<file path="config.mk">
export PLATFORM = sky130hd
export DESIGN_NAME = register_file
export DESIGN_NICKNAME = d
export VERILOG_FILES = /design/src/rtl/register_file.sv
export SDC_FILE = /design/constraint.sdc
export NUM_CORES = 1
export LEC_CHECK = 0
export CAP_MARGIN = 0
export CORE_MARGIN = 4
export CORE_UTILIZATION = 54
export CTS_CLUSTER_DIAMETER = 120
export DETAILED_ROUTE_END_ITERATION = 12
export PLACE_DENSITY = 0.74
export REMOVE_ABC_BUFFERS = 1
export SYNTH_ARGS = -nofsm -noshare
export SYNTH_HDL_FRONTEND = slang
export SYNTH_SLANG_ARGS = --single-unit
</file>
<file path="constraint.sdc">
create_clock -name clk -period 2.15 [get_ports clk]
set_input_delay 0.43 -clock clk [delete_from_list [all_inputs] [get_ports clk]]
set_output_delay 0.43 -clock clk [all_outputs]
set_load 0.1 [all_outputs]
</file>
<file path="src/rtl/register_file.sv">
// register_file: per-lane 16x8 register file with registered rs/rt reads and guarded write-back.
// r13..r15 hold block id, block dimension and thread id; writes to them are flagged as illegal.
module register_file #(
  parameter int THREADS_PER_BLOCK = 4,
  parameter int THREAD_ID = 0
) (
  input  logic       clk,
  input  logic       reset,
  input  logic       enable,
  input  logic [2:0] core_state,
  input  logic [7:0] block_id,
  input  logic [3:0] decoded_rs_address,
  input  logic [3:0] decoded_rt_address,
  input  logic [3:0] decoded_rd_address,
  input  logic       decoded_reg_write_enable,
  input  logic [1:0] decoded_reg_input_mux,
  input  logic [7:0] decoded_immediate,
  input  logic [7:0] alu_out,
  input  logic [7:0] lsu_out,
  output logic [7:0] rs,
  output logic [7:0] rt,
  output logic       illegal_write
);
  localparam logic [2:0] REQUEST = 3'b011;
  localparam logic [2:0] UPDATE = 3'b110;
  localparam logic [7:0] TPB = 8'(THREADS_PER_BLOCK);
  localparam logic [7:0] TID = 8'(THREAD_ID);
  logic [7:0] r_regs [16];
  logic [7:0] w_wdata;
  logic       w_legal;
  logic       w_write;
  always_comb begin
    w_wdata = decoded_reg_input_mux == 2'b00 ? alu_out :
              decoded_reg_input_mux == 2'b01 ? lsu_out : decoded_immediate;
    w_legal = decoded_rd_address < 4'd13 && decoded_reg_input_mux != 2'b11;
    w_write = core_state == UPDATE && decoded_reg_write_enable;
  end
  // r14/r15 are only ever loaded here, so they behave as read-only constants
  always_ff @(posedge clk or negedge reset) begin
    if (!reset) begin
      for (int i = 0; i < 16; i++)
        r_regs[i] <= i == 14 ? TPB : i == 15 ? TID : 8'h00;
      rs <= 8'h00;
      rt <= 8'h00;
      illegal_write <= 1'b0;
    end else if (enable) begin
      if (core_state == REQUEST) begin
        rs <= r_regs[decoded_rs_address];
        rt <= r_regs[decoded_rt_address];
      end
      if (w_write && w_legal)
        r_regs[decoded_rd_address] <= w_wdata;
      if (w_write && !w_legal)
        illegal_write <= 1'b1;
      r_regs[13] <= block_id;
    end
  end
endmodule

</file>
==> results.yml <==
status:
  status: "complete, no violations"
clock_network:
  cts.clk_slew.worst_paths_ps: 50
  cts_setup_buffers: 0
  ctsResizeCount: 0
  cts_max_path_buffers: 2
  clk_latency_ps: 420
  cts_sinks: 145
  cts_made_buffers: 17
  ctsRootBufferMaster: "clkbuf_16"
  cts_tree: "yes"
  cts_htree_levels: 4
floorplan:
  row_count: 42
  num_io_pins: 70
  initial_core_util_pct: 56.1
  die_h_um: 126
  fp.dieW_um: 126
  dieArea_um2: 15900
  coreArea_um2: 13500
critical_path:
  rr_startpoint: "r_regs[69]"
  worst_path_max_delay_cell: "clkdlybuf4s50_1"
  worstSetupStartpointType: "input pin"
  path_depth: 8
  crit_fanout: 9
  timing.critical_path.buf_inv: 4
  critical_path_arrival_ps: 2350
  worst_r2r_path_depth: 4
  cp_common_cell: "buf_4"
  max_stage_delay_ps: 440
  reg2reg_setup_slack_ps: 480
  cp_data_required_time_ps: 2450
  crit_path_cell_trace: "clkdlybuf4s50_1 -> o211a_1 -> nor4b_4 -> buf_4 -> buf_12 -> nand3_2 -> buf_4 -> mux2_2"
  endpoint: "r_regs[85]"
  crit_start: "decoded_rd_address[0]"
  crit_path_end_kind: "register"
  r2r-end: "rs[5]"
  crit_family: "buffers and inverters"
  path_class: "in2reg"
drt:
  firstDrtPassIters: 5
  finalWirelength_um: 19600
  drtIter0Drc: 379
  drcViolationCount: 0
  viasPerCell: 6.31
  wire_per_inst_um: 24.6
  vias: 5024
  ant_nets: 0
placed_design:
  dpl-instance-area_um2: 8890
  port_buffers: 69
  dp_hpwl_um: 13800
  pre_cts_ws_ps: -346
  gp_congestion: 0.841
pwr:
  power_frac_clock_pct: 42.9
  seqPwrFrac_pct: 42.4
  p_sw_uw: 1740
  swShare_pct: 25.2
  power_density_nw_per_um2: 725
  p_leak_uw: 0.00444
  ir_drop_v: 0.000568
  p_int_uw: 5140
  power_uw: 6880
  pwr-share-comb_pct: 14.7
sta:
  setup_violations: 0
  max_freq_mhz: 489
  slew_headroom_pct: 65.4
  grt_setup_unrepaired: "false"
  timing.final.ws_setup_ps: 105
  fin_hold_ws_ps: 372
  period_share_pct: 95.1
  worst_slew_pin_slew_ps: 519
  slew_violations: 0
  fin_skew_ps: 4.74
  fin_crit_ps: 2050
  hold_viol: 0
logic_synthesis:
  yosysTopAreaCellShare_pct: 47.8
  ys_seq_area_share_pct: 48.1
  synthCells: 501
  yosysWarnings: 0
  synth_area_leaders: "dfrtp_1 48%, mux4_2 19%, mux2_2 17%"
  netlist_area_um2: 7540
  synth-edff-count: 0
  synthesis.area_per_instance_um2: 15.1
  synthFlopType: "dfrtp_1"
  yosysTopAreaCell: "dfrtp_1"
  ys_async_sr_fraction_pct: 100
  synth_commonest_cells: "144 x dfrtp_1, 112 x mux2_2, 63 x mux4_2, 41 x mux2i_1, 33 x clkbuf_1"
  synth-seq-cells: 145
  synth.distinct_cells: 31
  yosysMostFrequentCell: "dfrtp_1"
global_route:
  grt_max_degree: 52
  grt_usage_pct: 25.8
  antenna_found_initial: 1
  grt_pass1_wl_um: 30700
  grt_pass1_vias: 5398
  grt-ovfl-total: 0
cells_and_area:
  seqCellArea_um2: 3630
  final_area_um2: 9490
  drive_gt1_share_pct: 49.5
  nFillCells: 924
  num-nets-final: 662
  antennaDiodeCount: 0
  multiInputGateArea_um2: 3690
  area_delta_synth_final_pct: 25.8
worst_hold_path:
  hold_class: "reg2reg"
job:
  drv_cap: 0
power groups by stage:
stage | registers [µW] | clock network, µW | logic (µW)
after floorplan | 3160 | 0 | 318
after detailed placement | 2960 | 0 | 1010
final | 2920 | 2950 | 1010
after CTS | 2920 | 2990 | 1020
after global routing | 2930 | 3120 | 1070
after global placement | 2950 | 0 | 991
registers in the layout (all words and copies together) (netlist names):
| register | count |
|---|---|
| rt | 8 |
| rs | 8 |
| illegal_write | 1 |
| r_regs | 128 |
final cells by class:
type                       count  share of cell area [%]
inverter                       1                  0.0396
sequential                   145                    38.3
multi-input combinational    304                    38.9
tap                          176                    2.32
clock buffer                  26                    5.47
timing repair buffer         140                    14.3
clock inverter                 4                   0.765
routing by layer:
metal	vias up	wire length [µm]	track usage, %
met4	2	470	9.34
met3	38	1290	6.22
met2	191	9840	42.2
li1	2151	-	-
met5	-	13	0
met1	2642	7980	34.0
cell usage in the layout, fill, tap and decap left out, types with 8 or more instances in the layout:
cell type        instances
nand2_1                 12
mux4_2                  63
nor2_1                   8
dfrtp_1                144
clkbuf_16               17
mux2_2                 112
nand3_2                  9
mux2i_1                 41
o21ai_0                 23
buf_4                   72
buf_12                  15
a2bb2oi_1               14
clkdlybuf4s50_1         47
worst register-to-register path: stages, from the launching register on:
cell and delay [ps]:
dfrtp_1 430, mux4_2 490, mux4_2 480, nor2_1 110, nor2_1 60
repair_timing:
item                       in CTS  in global routing
setup endpoints to repair       0                  0
hold buffers                    1                  0
hold endpoints to repair       46                  0
through the flow:
step	util, %	instances	setup TNS [ps]
2_1_floorplan	-	450	-4340
3_3_place_gp	66.1	765	-23300
3_5_place_dp	66.1	765	-29070
4_1_cts	70.5	796	0
5_1_grt	70.5	796	0
6_report	70.5	796	0
worst min-delay path by stage:
stage	startpoint	end	cells after the start
2_1_floorplan	reset	illegal_write	0
3_3_place_gp	r_regs[10]	r_regs[10]	0
3_5_place_dp	r_regs[10]	r_regs[10]	0
4_1_cts	r_regs[10]	r_regs[10]	0
5_1_grt	r_regs[10]	r_regs[10]	0
6_report	r_regs[10]	r_regs[10]	0
kinds of logic (layout without fill, tap and decap cells):
kind of cell    count (synthesis)  count (layout)  share of synthesized area [%]
mux                           216             216                           41.0
flops                         145             145                           48.1
buf+inv                        52             171                           2.97
simple gates                   48              48                           4.46
compound gates                 40              40                           3.50
Note: power is estimated with default switching activity, not from simulation.
